==> src/rtl/pipe_hazard_ctrl.sv <==
// pipe_hazard_ctrl: central stall/flush controller for the 5-stage core.
// Drives the hold (stall*) and bubble (flush*) controls of the IF/ID, ID/EX,
// EX/MEM and MEM/WB segment registers. It tracks outstanding data-memory
// accesses, load-use hazards, EX-stage branch redirects (deferred while fetch
// is busy) and system halt. It does not touch the datapath.
//
// Optional build macro: PIPE_HAZARD_PERF_EN adds four CNT_W-bit wrapping
// performance counters (dmem wait cycles, load-use bubbles, redirect cycles,
// fetch stall cycles). Counting stops while halted.
module pipe_hazard_ctrl #(
  parameter int XLEN  = 32,
  parameter int CNT_W = 32
) (
  input  logic            clk,
  input  logic            rst,
  input  logic [4:0]      ID_rs1,
  input  logic [4:0]      ID_rs2,
  input  logic            ID_use_rs1,
  input  logic            ID_use_rs2,
  input  logic [4:0]      EX_rd,
  input  logic            EX_mem_to_reg,
  input  logic            EX_branch_taken,
  input  logic [XLEN-1:0] EX_branch_target,
  input  logic            IF_busy,
  input  logic            MEM_req_valid,
  input  logic            MEM_resp_valid,
  input  logic            WB_i_commit,
  input  logic            WB_i_system_halt,
  output logic            FORWARD_stallIF,
  output logic            FORWARD_stallID,
  output logic            FORWARD_stallEX,
  output logic            FORWARD_stallME,
  output logic            FORWARD_stallWB,
  output logic            FORWARD_flushIF,
  output logic            FORWARD_flushID,
  output logic            FORWARD_flushEX,
  output logic            FORWARD_flushME,
  output logic            IF_redirect_valid,
  output logic [XLEN-1:0] IF_redirect_pc,
  output logic            halted
`ifdef PIPE_HAZARD_PERF_EN
  ,
  output logic [CNT_W-1:0] perf_dwait_cyc,
  output logic [CNT_W-1:0] perf_loaduse_cnt,
  output logic [CNT_W-1:0] perf_redirect_cnt,
  output logic [CNT_W-1:0] perf_fetch_stall_cyc
`endif
);

  // Legacy-compatible state encoding.
  localparam logic [1:0] ST_RUN    = 2'd0;
  localparam logic [1:0] ST_DWAIT  = 2'd1;
  localparam logic [1:0] ST_HALTED = 2'd2;

  // Segment-register control bundle, one bit per hold/bubble line.
  typedef struct packed {
    logic stall_if;
    logic stall_id;
    logic stall_ex;
    logic stall_me;
    logic stall_wb;
    logic flush_if;
    logic flush_id;
    logic flush_ex;
    logic flush_me;
  } ctrl_t;

  logic [1:0]      state, state_nxt;
  logic            pend_valid, pend_valid_nxt;
  logic [XLEN-1:0] pend_pc, pend_pc_nxt;

  ctrl_t           ctrl;
  logic            redir_vld;
  logic [XLEN-1:0] redir_pc;
  logic            halted_q;

  // Which rule actually owned this cycle (feeds the optional counters).
  logic            fire_dmem, fire_lu, fire_redir, fire_fetch;

  logic            load_use, dmem_stall, redirect, halt_commit;

  // Hazard detection terms. x0 is never a real producer, so EX_rd==0 is no hazard.
  assign load_use    = EX_mem_to_reg && (EX_rd != 5'd0) &&
                       ((ID_use_rs1 && (ID_rs1 == EX_rd)) ||
                        (ID_use_rs2 && (ID_rs2 == EX_rd)));
  assign dmem_stall  = ((state == ST_DWAIT) || ((state == ST_RUN) && MEM_req_valid)) &&
                       !MEM_resp_valid;
  assign redirect    = EX_branch_taken || pend_valid;
  assign halt_commit = WB_i_commit && WB_i_system_halt;

  // Output decode: prioritised rules, all combinational from state and inputs.
  always_comb begin
    ctrl       = '0;
    redir_vld  = 1'b0;
    redir_pc   = '0;
    halted_q   = 1'b0;
    fire_dmem  = 1'b0;
    fire_lu    = 1'b0;
    fire_redir = 1'b0;
    fire_fetch = 1'b0;
    if (rst) begin
      // Everything quiet while reset is held.
    end else if (state == ST_HALTED) begin
      // Freeze the whole pipe, including WB so nothing further commits.
      ctrl.stall_if = 1'b1;
      ctrl.stall_id = 1'b1;
      ctrl.stall_ex = 1'b1;
      ctrl.stall_me = 1'b1;
      ctrl.stall_wb = 1'b1;
      halted_q      = 1'b1;
    end else if (dmem_stall) begin
      // Hold IF..MEM, drain a bubble into MEM/WB so WB keeps retiring.
      // A branch in EX is held too and re-presents once the access completes.
      ctrl.stall_if = 1'b1;
      ctrl.stall_id = 1'b1;
      ctrl.stall_ex = 1'b1;
      ctrl.stall_me = 1'b1;
      ctrl.flush_me = 1'b1;
      fire_dmem     = 1'b1;
    end else if (redirect) begin
      // Wrong-path squash. Only the real branch cycle has a wrong-path
      // instruction in ID/EX; on pending cycles EX already holds a bubble,
      // and a branch reported there is ignored.
      fire_redir    = 1'b1;
      ctrl.flush_id = 1'b1;
      ctrl.flush_ex = EX_branch_taken && !pend_valid;
      if (IF_busy) begin
        ctrl.stall_if = 1'b1;
      end else begin
        redir_vld = 1'b1;
        redir_pc  = pend_valid ? pend_pc : EX_branch_target;
      end
    end else begin
      // Load-use and fetch-busy combine; holding ID beats bubbling it.
      if (load_use) begin
        ctrl.stall_if = 1'b1;
        ctrl.stall_id = 1'b1;
        ctrl.flush_ex = 1'b1;
        fire_lu       = 1'b1;
      end
      if (IF_busy) begin
        ctrl.stall_if = 1'b1;
        fire_fetch    = 1'b1;
      end
      ctrl.flush_id = IF_busy && !load_use;
    end
  end

  assign FORWARD_stallIF   = ctrl.stall_if;
  assign FORWARD_stallID   = ctrl.stall_id;
  assign FORWARD_stallEX   = ctrl.stall_ex;
  assign FORWARD_stallME   = ctrl.stall_me;
  assign FORWARD_stallWB   = ctrl.stall_wb;
  assign FORWARD_flushIF   = ctrl.flush_if;
  assign FORWARD_flushID   = ctrl.flush_id;
  assign FORWARD_flushEX   = ctrl.flush_ex;
  assign FORWARD_flushME   = ctrl.flush_me;
  assign IF_redirect_valid = redir_vld;
  assign IF_redirect_pc    = redir_pc;
  assign halted            = halted_q;

  // Next-state: dmem wait tracking, deferred redirect capture, halt entry.
  always_comb begin
    state_nxt      = state;
    pend_valid_nxt = pend_valid;
    pend_pc_nxt    = pend_pc;
    if (state != ST_HALTED) begin
      state_nxt = dmem_stall ? ST_DWAIT : ST_RUN;
      // Redirect bookkeeping only advances when the pipe is moving.
      if (!dmem_stall && redirect) begin
        if (IF_busy) begin
          pend_valid_nxt = 1'b1;
          if (!pend_valid) pend_pc_nxt = EX_branch_target;
        end else begin
          pend_valid_nxt = 1'b0;
        end
      end
      if (halt_commit) state_nxt = ST_HALTED;
    end
  end

  // Controller state registers; reset drops any wait or pending redirect.
  always_ff @(posedge clk) begin
    if (rst) begin
      state      <= ST_RUN;
      pend_valid <= 1'b0;
      pend_pc    <= '0;
    end else begin
      state      <= state_nxt;
      pend_valid <= pend_valid_nxt;
      pend_pc    <= pend_pc_nxt;
    end
  end

`ifdef PIPE_HAZARD_PERF_EN
  // Event counters; fire_* are already gated off in reset and HALTED.
  always_ff @(posedge clk) begin
    if (rst) begin
      perf_dwait_cyc       <= '0;
      perf_loaduse_cnt     <= '0;
      perf_redirect_cnt    <= '0;
      perf_fetch_stall_cyc <= '0;
    end else begin
      if (fire_dmem)  perf_dwait_cyc       <= perf_dwait_cyc + 1'b1;
      if (fire_lu)    perf_loaduse_cnt     <= perf_loaduse_cnt + 1'b1;
      if (fire_redir) perf_redirect_cnt    <= perf_redirect_cnt + 1'b1;
      if (fire_fetch) perf_fetch_stall_cyc <= perf_fetch_stall_cyc + 1'b1;
    end
  end
`else
  // Counter width only matters when the counters exist.
  logic unused_perf;
  assign unused_perf = (CNT_W == 0) ^ fire_dmem ^ fire_lu ^ fire_redir ^ fire_fetch;
`endif

endmodule

==> config.mk <==
export PLATFORM = sky130hd
export DESIGN_NAME = pipe_hazard_ctrl
export DESIGN_NICKNAME = d
export VERILOG_FILES = /design/src/rtl/pipe_hazard_ctrl.sv
export SDC_FILE = /design/constraint.sdc
export NUM_CORES = 1
export LEC_CHECK = 0
export CAP_MARGIN = 40
export CORE_MARGIN = 1.5
export CORE_UTILIZATION = 42
export DETAILED_ROUTE_END_ITERATION = 6
export PLACE_DENSITY = 0.8
export SLEW_MARGIN = 40
export SYNTH_ARGS = -nofsm -noshare
export SYNTH_HDL_FRONTEND = slang
export SYNTH_SLANG_ARGS = --single-unit
==> constraint.sdc <==
create_clock -name clk -period 1.92 [get_ports clk]
set_input_delay 0.288 -clock clk [delete_from_list [all_inputs] [get_ports clk]]
set_output_delay 0.288 -clock clk [all_outputs]
set_load 0.02 [all_outputs]
==> flow_metrics.py <==
metrics = {
    "layout": {
        "multiInputGateArea_mm2": 0.001468,
        "syn_to_final_growth_pct": 67.73,
        "drive_above_1_share_pct": 35.66,
        "fillCellCount": 427,
        "seqCellArea_um2": 704.4,
        "layout.nets": 444,
        "stdcell_area_mm2": 0.003759,
        "stdcell_count": 457,
        "fin_util_pct": 73.13,
        "antennaDiodeCount": 0,
    },
    "critical_path": {
        "crit_type": "reg -> out",
        "endpoint_kind": "primary output",
        "cp_max_fo": 6,
        "slowest_stage": "or3_4",
        "crit_chain": "nand2b_4 > o211ai_2 > or3_4 > buf_12 > nor2_4 > buf_6",
        "max_stage_delay_ns": 0.48,
        "startpoint_type": "flop",
        "worst_ep_required_time_ns": 1.63,
        "arrival_ns": 1.77,
    },
    "global_routing": {
        "grt_max_degree": 34,
        "grt_util_all_layers_pct": 22.03,
        "grt_pass1_vias": 2276,
        "grt_pass1_wl_um": 10500,
        "grt.overflow.total": 0,
        "antenna_found_initial": 0,
    },
    "synthesis": {
        "yosysSeqAreaShare_pct": 31.27,
        "yosysTopAreaCellShare_pct": 31.27,
        "synth_edf_count": 0,
        "yosysUniqueCellTypes": 36,
        "synth.area.top_cells": "dfxtp_1, nor2_4, mux2i_1",
        "ys_ff_latch": 35,
        "synth_area_leader_cell": "dfxtp_1",
        "async_flop_share_pct": 0,
        "syn-mean-instance-area_um2": 8.488,
        "yosysMostFrequentCell": "nand2_1",
        "syn_area_mm2": 0.002241,
        "synth_fp_nets": 322,
        "syn_inst": 264,
        "synth_common_cells": "nand2_1, dfxtp_1, a21oi_1",
        "synth-main-ff-cell": "dfxtp_1",
        "ys_warn_count": 0,
    },
    "placed_design": {
        "routabilityCongestion": 0.7800,
        "place_hpwl_um": 4466,
        "port-buffer-count": 99,
        "dp.cells": 445,
        "dpl_cell_area_mm2": 0.003476,
    },
    "timing": {
        "fin_ws_ns": -0.1334,
        "hold_violations": 0,
        "fin_crit_sh_pct": 106.9,
        "slew_violations": 0,
        "whs_ns": 0.4562,
        "finalClockSkew_ns": 0.008068,
        "setup_viol": 34,
        "max_clock_freq_ghz": 0.4870,
        "period_needed_ns": 2.053,
        "rsz0062_at_grt": "yes",
    },
    "die": {
        "rows": 26,
        "fp.dieH_um": 76.05,
        "core_area_mm2": 0.005140,
        "io-pin-count": 101,
        "die_w_um": 76.05,
        "design.die.area_mm2": 0.005783,
        "start_util_pct": 43.60,
    },
    "route": {
        "vias": 2248,
        "drt-initial-drc-count": 90,
        "viasPerCell": 4.919,
        "detail_route.wl_per_cell_um": 14.26,
        "totalWireLength_um": 6519,
        "drc": 0,
        "ant_nets": 0,
        "dr.pass1.iters": 4,
    },
    "clock_network": {
        "cts.sink_count": 35,
        "numCtsBuffers": 5,
        "insertion_delay_ns": 0.29,
        "clkSlewWorstSetupHoldPaths_ns": 0.07,
        "tritoncts": "yes",
        "clockBufferDepth": 2,
        "clockRootBuffer": "clkbuf_8",
        "hold_buffers": 0,
        "ctsHtreeMaxLevel": 2,
    },
    "power": {
        "irDropWorstVdd_mv": 0.6905,
        "leakage_nw": 1.470,
        "p_per_area_mw_per_mm2": 567.0,
        "power.total_w": 0.002131,
    },
    "outcome": {
        "violations": "setup timing",
        "outcome": "complete, but fails checks",
    },
    "flow_run": {
        "maxCapViolCount": 0,
    },
    "min_path": {
        "hold_class": "reg -> reg",
    },
}
-- cell usage in the layout, fill, tap and decap left out, types with 6 or more instances in the layout --
cell	synthesis	routed
nor2_4	29	32
nand2_1	65	65
buf_6	1	35
clkdlybuf4s50_1	0	42
mux2i_1	32	32
a21oi_1	33	33
dfxtp_1	35	32
dlygate4sd2_1	0	12
buf_4	3	30
clkbuf_8	0	6
xor2_1	8	7
-- worst paths after layout --
| kind | to | depth (start not counted) | startpoint | slack (ns) |
|---|---|---|---|---|
| min | pend_pc[14] | 2 | pend_pc[14] | 0.46 |
| max | IF_redirect_pc[17] | 6 | state[0] | -0.13 |
| min reg2reg | pend_pc[14] | 2 | pend_pc[14] | 0.46 |
| max reg2reg | pend_pc[6] | 6 | pend_valid | 0.49 |
-- kinds of logic (layout without fill, tap and decap cells) --
logic type	Yosys count	in the layout	synth area share, %
mux	32	32	14.29
buf+inv	24	147	7.370
compound gates	46	46	12.06
other cells	1	1	0.1673
simple gates	116	116	30.93
xor+xnor	10	10	3.909
flops	35	35	31.27
-- sequential cells by signal (all words and copies together) (netlist names) --
register,cells
pend_pc,32
pend_valid,1
state,2
-- timing repair --
item,4_1_cts,5_1_grt
setup buffers,3,0
endpoints found under the setup margin,42,39
pin swaps,20,33
gates cloned,1,2
resized for setup,258,22
-- routing by layer --
layer  share of wire [%]  vias to the layer above  GRT usage [%]
li1                    -                     1113              -
met1                  40                     1064          24.91
met2                  54                       63          42.07
met3                 5.4                        8          5.269
met4                0.94                        0          4.074
met5                   0                        -              0
-- where the power goes --
group	switching, W	total (W)	leakage (nW)	internal [W]
Sequential	0.0000206	0.000781	0.286	0.000761
Combinational	0.000323	0.000656	1.12	0.000333
Clock	0.000274	0.000694	0.0612	0.000420
-- stage by stage --
| stage | TNS, ns | worst slack (ns) |
|---|---|---|
| 2_1_floorplan | 0 | 0.05609 |
| 3_3_place_gp | -25.34 | -0.6736 |
| 3_5_place_dp | -26.08 | -0.7215 |
| 4_1_cts | -4.945 | -0.2174 |
| 5_1_grt | -5.778 | -0.1983 |
| 6_report | -3.654 | -0.1334 |
-- cell type report --
class	count	area share, %
Multi-Input combinational cell	205	39.05
Clock buffer	6	2.197
Clock inverter	2	0.9321
Timing Repair Buffer	136	36.32
Sequential cell	35	18.74
Tap cell	70	2.330
Inverter	3	0.4328
-- worst max-delay path: cells and delay by family, from the launching register on --
family / cells / cell delay [ns]
DFF: 1 / 0.35
AOI/OAI and AO/OA: 1 / 0.09
buffers and inverters: 2 / 0.31
and+or+nand+nor: 3 / 0.73
Power figures use the tool's default switching activity.
==> variant 1 (same settings) <==
Set the parameter `XLEN` to 64 (it was 32).
--- a/src/rtl/pipe_hazard_ctrl.sv
+++ b/src/rtl/pipe_hazard_ctrl.sv
@@ -9,5 +9,5 @@
 // fetch stall cycles). Counting stops while halted.
 module pipe_hazard_ctrl #(
-  parameter int XLEN  = 32,
+  parameter int XLEN  = 64,
   parameter int CNT_W = 32
 ) (
Interface: changed (resized EX_branch_target and IF_redirect_pc); port bits go from 101 to 165. No check against the original RTL was run, so the function may have changed too.
==> variant 1 against the original RTL <==
- the run still ends with setup timing left
- sequential cell count grew 32
- critical endpoint is now IF_redirect_pc[6]
- routed wire length rose by 110%
- total power up 76%
- synthesized area increased by 78%
- hold slack lost 0.0029 ns
- clock power increased by 44%
- final cell count increased by 77%
- critical path type unchanged
- clock skew barely moved
- cell area up 85%
- worst setup slack worse by 0.15 ns
==> variant 1: results (changes against the original RTL) <==
Detailed routing
  • Starting DRC count in detailed routing: 178 (+98%)
  • Total via count in the routed design: 4,087 (+82%)
  • Total routed wirelength: 13.51 mm (+110%)

Logic synthesis
  • Fraction of the mapped netlist area in compound gates: 10.93% (-1.1 points)
  • Share of synthesized area occupied by flip-flops and latches: 33.56% (+2.3 points)
  • Area share of xor/xnor cells in the synthesized design: 2.192% (-1.7 points)
  • Share of synthesized area spent on multiplexers: 16.03% (+1.7 points)
  • Post-Synthesis Net Count: 564 (+75%)
  • Most used standard cells in the synthesized netlist: sky130_fd_sc_hd__nand2_1 (129), sky130_fd_sc_hd__dfxtp_1 (67), sky130_fd_sc_hd__a21oi_1 (65), sky130_fd_sc_hd__mux2i_1 (64), sky130_fd_sc_hd__nor2_4 (49)
  • Number of distinct library cell variants in the gate-level netlist after synthesis: 35 (-2.8%)
  • Top post-synthesis cells by area: sky130_fd_sc_hd__dfxtp_1 (34%), sky130_fd_sc_hd__mux2i_1 (16%), sky130_fd_sc_hd__nor2_4 (14%)

Timing
  • Final worst clock skew: 0.008085 ns (+0.00001713 ns)
  • Min setup slack post-route: -0.2814 ns (-0.1480 ns)
  • Setup TNS Final: -21.58 ns (-17.92 ns)
  • Final-report setup violation count: 128 (+280%)

Setup path
  • Max Fanout on Critical Path: 7 (+1)
  • Terminus of the critical flop-to-flop path: pend_pc[58]
  • Slack of the worst reg-to-reg path: -0.13 ns (-0.62 ns)
  • R2r worst-path depth: 12 (+6)

Place
  • Routability-driven placement congestion ratio: 0.8426 (+8.0%)
  • Half-perimeter wire length of the detailed placement result: 8.187 mm (+83%)
  • Placed standard-cell area: 5868 sq um (+69%)
  • Pre-CTS WS: -0.7659 ns (-0.04440 ns)

Cells and area
  • Largest registers in the final layout: pend_pc x64, state x2, pend_valid x1
  • Layout Nets: 764 (+72%)
  • Share of post-route cells with drive strength above 1: 41.15% (+5.5 points)

Clocking
  • Inserted Clock Buffers: 9 (+4)
  • Clock H-tree levels: 3 (+1)
  • Clock latency at the later pin of the worst-skew pair: 0.33 ns (+0.04 ns)

GRT
  • Maximum number of pins on one net before global-route repair: 38 (+12%)
  • Combined global-route utilization of all metal layers: 22.08% (+0.047 points)
  • Via count of the first global-routing pass: 3,908 (+72%)
  • First-pass GRT wire length: 18.06 mm (+72%)

Power
  • Leakage: 2.585 nW (+76%)

Run status
  • Status: complete, but fails checks
  • Violations in the final reports: setup timing
==> variant 1: cell count changes in the layout (fill, tap and decap cells not counted), sizes merged, moves of 7 or more <==
cell | unedited run | this run
buf | 75 | 127
nand2 | 65 | 129
dlygate4sd2 | 12 | 5
clkdlybuf4s50 | 42 | 77
nor2 | 36 | 68
clkbuf | 10 | 27
dfxtp | 35 | 67
mux2i | 32 | 64
a21oi | 33 | 65
==> variant 1: cell families after synthesis <==
logic type,Yosys count
muxes,64
xor gates and xnor gates,10
and+or+nand+nor,212
other,1
AOI/OAI and AO/OA,78
buffers and inverters,42
DFF,67
==> variant 1: worst min-delay path by stage <==
stage                   startpoint           to  slack (ns)  cells past startpoint
2_1_floorplan  EX_branch_target[0]   pend_pc[0]        0.42                      2
3_3_place_gp           pend_pc[44]  pend_pc[44]        0.44                      2
3_5_place_dp           pend_pc[18]  pend_pc[18]        0.45                      2
4_1_cts                pend_pc[18]  pend_pc[18]        0.46                      2
5_1_grt                pend_pc[29]  pend_pc[29]        0.48                      2
6_report               pend_pc[18]  pend_pc[18]        0.45                      2
==> variant 1: final cells by class <==
type | instances | area [sq um]
Clock buffer | 12 | 145.1
Clock inverter | 3 | 15.01
Fill cell | 622 | 2272
Inverter | 3 | 11.26
Multi-Input combinational cell | 366 | 2715
Sequential cell | 67 | 1348
Tap cell | 129 | 161.4
Timing Repair Buffer | 227 | 2572
==> variant 1: metal layers <==
layer | up-vias | share of wire [%] | global-route usage, % | wire length, um
met3 | 34 | 4.9 | 4.230 | 661
met5 | - | 0 | 0 | 0
li1 | 1968 | - | - | -
met4 | 0 | 2.9 | 9.426 | 395
met2 | 159 | 54 | 40.82 | 7247
met1 | 1926 | 39 | 24.61 | 5202
==> variant 1: report_power, final <==
part	total (mW)	internal, mW	switching, mW
logic	1.26	0.637	0.627
clock network	0.999	0.492	0.507
registers	1.49	1.45	0.0379
total	3.76	2.58	1.17
==> variant 1: metrics by stage <==
| step | std cells | total power, mW |
|---|---|---|
| after floorplan | 474 | 2.078 |
| after global placement | 760 | 2.496 |
| after detailed placement | 760 | 2.524 |
| after CTS | 781 | 3.525 |
| after global routing | 807 | 3.915 |
| final | 807 | 3.756 |
==> variant 1: critical path, stage by stage (launching register included) <==
cell and delay (ns):
sky130_fd_sc_hd__dfxtp_2 0.34, sky130_fd_sc_hd__o21bai_4 0.15, sky130_fd_sc_hd__o211ai_4 0.11, sky130_fd_sc_hd__or3_4 0.52, sky130_fd_sc_hd__clkbuf_16 0.22, sky130_fd_sc_hd__nor2_4 0.11, sky130_fd_sc_hd__buf_6 0.12
==> variant 1: timing repair <==
action / 4_1_cts / 5_1_grt
resized for setup: 372 / 199
setup endpoints to repair: 74 / 108
setup buffers: 7 / 10
pin swaps: 9 / 71
cloned: 0 / 18
==> variant 2 (same flow settings) <==
Without the edit above. Register the input `EX_branch_target` before use, without a reset. The logic sees it one clock later. The other inputs are not delayed to match.
--- a/src/rtl/pipe_hazard_ctrl.sv
+++ b/src/rtl/pipe_hazard_ctrl.sv
@@ -66,4 +66,10 @@
   } ctrl_t;
 
+  logic [XLEN-1:0] EX_branch_target_q;
+
+  always_ff @(posedge clk) begin
+    EX_branch_target_q <= EX_branch_target;
+  end
+
   logic [1:0]      state, state_nxt;
   logic            pend_valid, pend_valid_nxt;
@@ -129,5 +135,5 @@
       end else begin
         redir_vld = 1'b1;
-        redir_pc  = pend_valid ? pend_pc : EX_branch_target;
+        redir_pc  = pend_valid ? pend_pc : EX_branch_target_q;
       end
     end else begin
@@ -171,5 +177,5 @@
         if (IF_busy) begin
           pend_valid_nxt = 1'b1;
-          if (!pend_valid) pend_pc_nxt = EX_branch_target;
+          if (!pend_valid) pend_pc_nxt = EX_branch_target_q;
         end else begin
           pend_valid_nxt = 1'b0;
Formal check against the unedited RTL: not equivalent (Yosys sat finds a counterexample within 4 cycles, from zero or initial values and one cycle with rst high).
==> variant 2 against the original RTL <==
- the run still ends with setup timing left
- synthesized area is 15% higher
- first-iteration DRC count decreased by 11%
- cell area up 16%
- sequential cell count grew 32
- total power is 51% higher
- worst setup slack lost 0.21 ns
- utilization grew 0.27 points
- count of clock-buffer cells in the layout is 6 higher
- routed wire length rose by 4.8%
- critical path type unchanged
- highest routed layer unchanged
==> variant 2: results (changes against the original RTL) <==
Run status
  • Status: complete, but fails checks
  • Violations in the final reports: setup timing

GRT
  • Combined global-route utilization of all metal layers: 20.67% (-1.4 points)
  • First-pass GRT wire length: 10.13 mm (-3.5%)
  • Maximum number of pins on one net before global-route repair: 40 (+18%)
  • Via count of the first global-routing pass: 2,191 (-3.7%)

Detailed routing
  • Routed length per instance: 14.14 um (-0.88%)
  • Starting DRC count in detailed routing: 80 (-11%)
  • Drt via density: 4.921 (about the same)
  • Total routed wirelength: 6.829 mm (+4.8%)

Place
  • Placed standard-cell area: 3801 sq um (+9.4%)
  • Pre-CTS WS: -1.061 ns (-0.3398 ns)
  • Half-perimeter wire length of the detailed placement result: 4.246 mm (-4.9%)
  • Routability-driven placement congestion ratio: 0.8346 (+7.0%)

Logic synthesis
  • Number of distinct library cell variants in the gate-level netlist after synthesis: 29 (-19%)
  • Share of synthesized area occupied by flip-flops and latches: 52.17% (+21 points)
  • Post-Synthesis Net Count: 350 (+8.7%)
  • Per-instance average area after synthesis: 8.806 sq um (+3.7%)

Timing
  • Min setup slack post-route: -0.3391 ns (-0.2057 ns)
  • Setup TNS Final: -10.60 ns (-6.950 ns)
  • Final-report setup violation count: 35 (+2.9%)

Cells and area
  • Layout Nets: 462 (+4.1%)

Clocking
  • Post CTS Setup Buffer Count: 2 (-1)
  • CTS resizes: 292 (+13%)
  • Clock H-tree levels: 3 (+1)

Power
  • Leakage: 1.719 nW (+17%)
  • Internal: 2.366 mW (+56%)
  • Peak VDD IR: 0.5562 mV (-19%)

Setup path
  • Arr. time, crit path: 1.97 ns (+0.20 ns)

Hold path
  • Worst Hold Class: primary input to register
-- variant 2: cell count changes in the layout (fill, tap and decap cells not counted), sizes merged, moves of 4 or more --
cell,unedited run,this run
buf,75,70
dfxtp,35,67
a21oi,33,37
dlygate4sd2,12,5
clkbuf,10,16
-- variant 2: area by class of cell --
class                      instances  area share (%)
clock buffer                      12           3.110
multi-input combinational        202           33.52
sequential                        67           30.92
inverter                           1         0.08638
timing repair buffer             123           29.28
clock inverter                     3          0.9214
tap                               75           2.160
-- variant 2: logic make-up (layout without fill, tap and decap cells) --
kind of cell | Yosys count | after routing | share of synthesized area (%)
other cells | 1 | 1 | 0.1458
buf+inv | 23 | 139 | 4.136
xor+xnor | 10 | 10 | 3.407
flops | 67 | 67 | 52.17
simple gates | 116 | 116 | 18.83
compound gates | 43 | 43 | 8.857
mux | 32 | 32 | 12.46
-- variant 2: path summary, 6_finish.rpt --
path,from,to,depth (start not counted),slack (ns)
min reg2reg,EX_branch_target_q[0],pend_pc[0],2,0.45
min,EX_branch_target[10],EX_branch_target_q[10],1,0.38
max reg2reg,state[0],pend_pc[2],7,0.31
max,state[0],IF_redirect_pc[5],7,-0.34
-- variant 2: worst register-to-register path: stages (launching register included) --
cell and delay (ns):
sky130_fd_sc_hd__dfxtp_2 0.34, sky130_fd_sc_hd__o21bai_4 0.13, sky130_fd_sc_hd__o21a_4 0.17, sky130_fd_sc_hd__buf_4 0.16
sky130_fd_sc_hd__and4b_1 0.23, sky130_fd_sc_hd__buf_4 0.25, sky130_fd_sc_hd__nand2_1 0.12, sky130_fd_sc_hd__a21oi_1 0.14
-- variant 2: routing by layer --
metal  vias up  routed length (um)  track usage, %
met1      1102                2922           24.60
li1       1181                   -               -
met4         0                 144           10.34
met3        15                 359           5.169
met2        79                3403           34.50
met5         -                   0               0
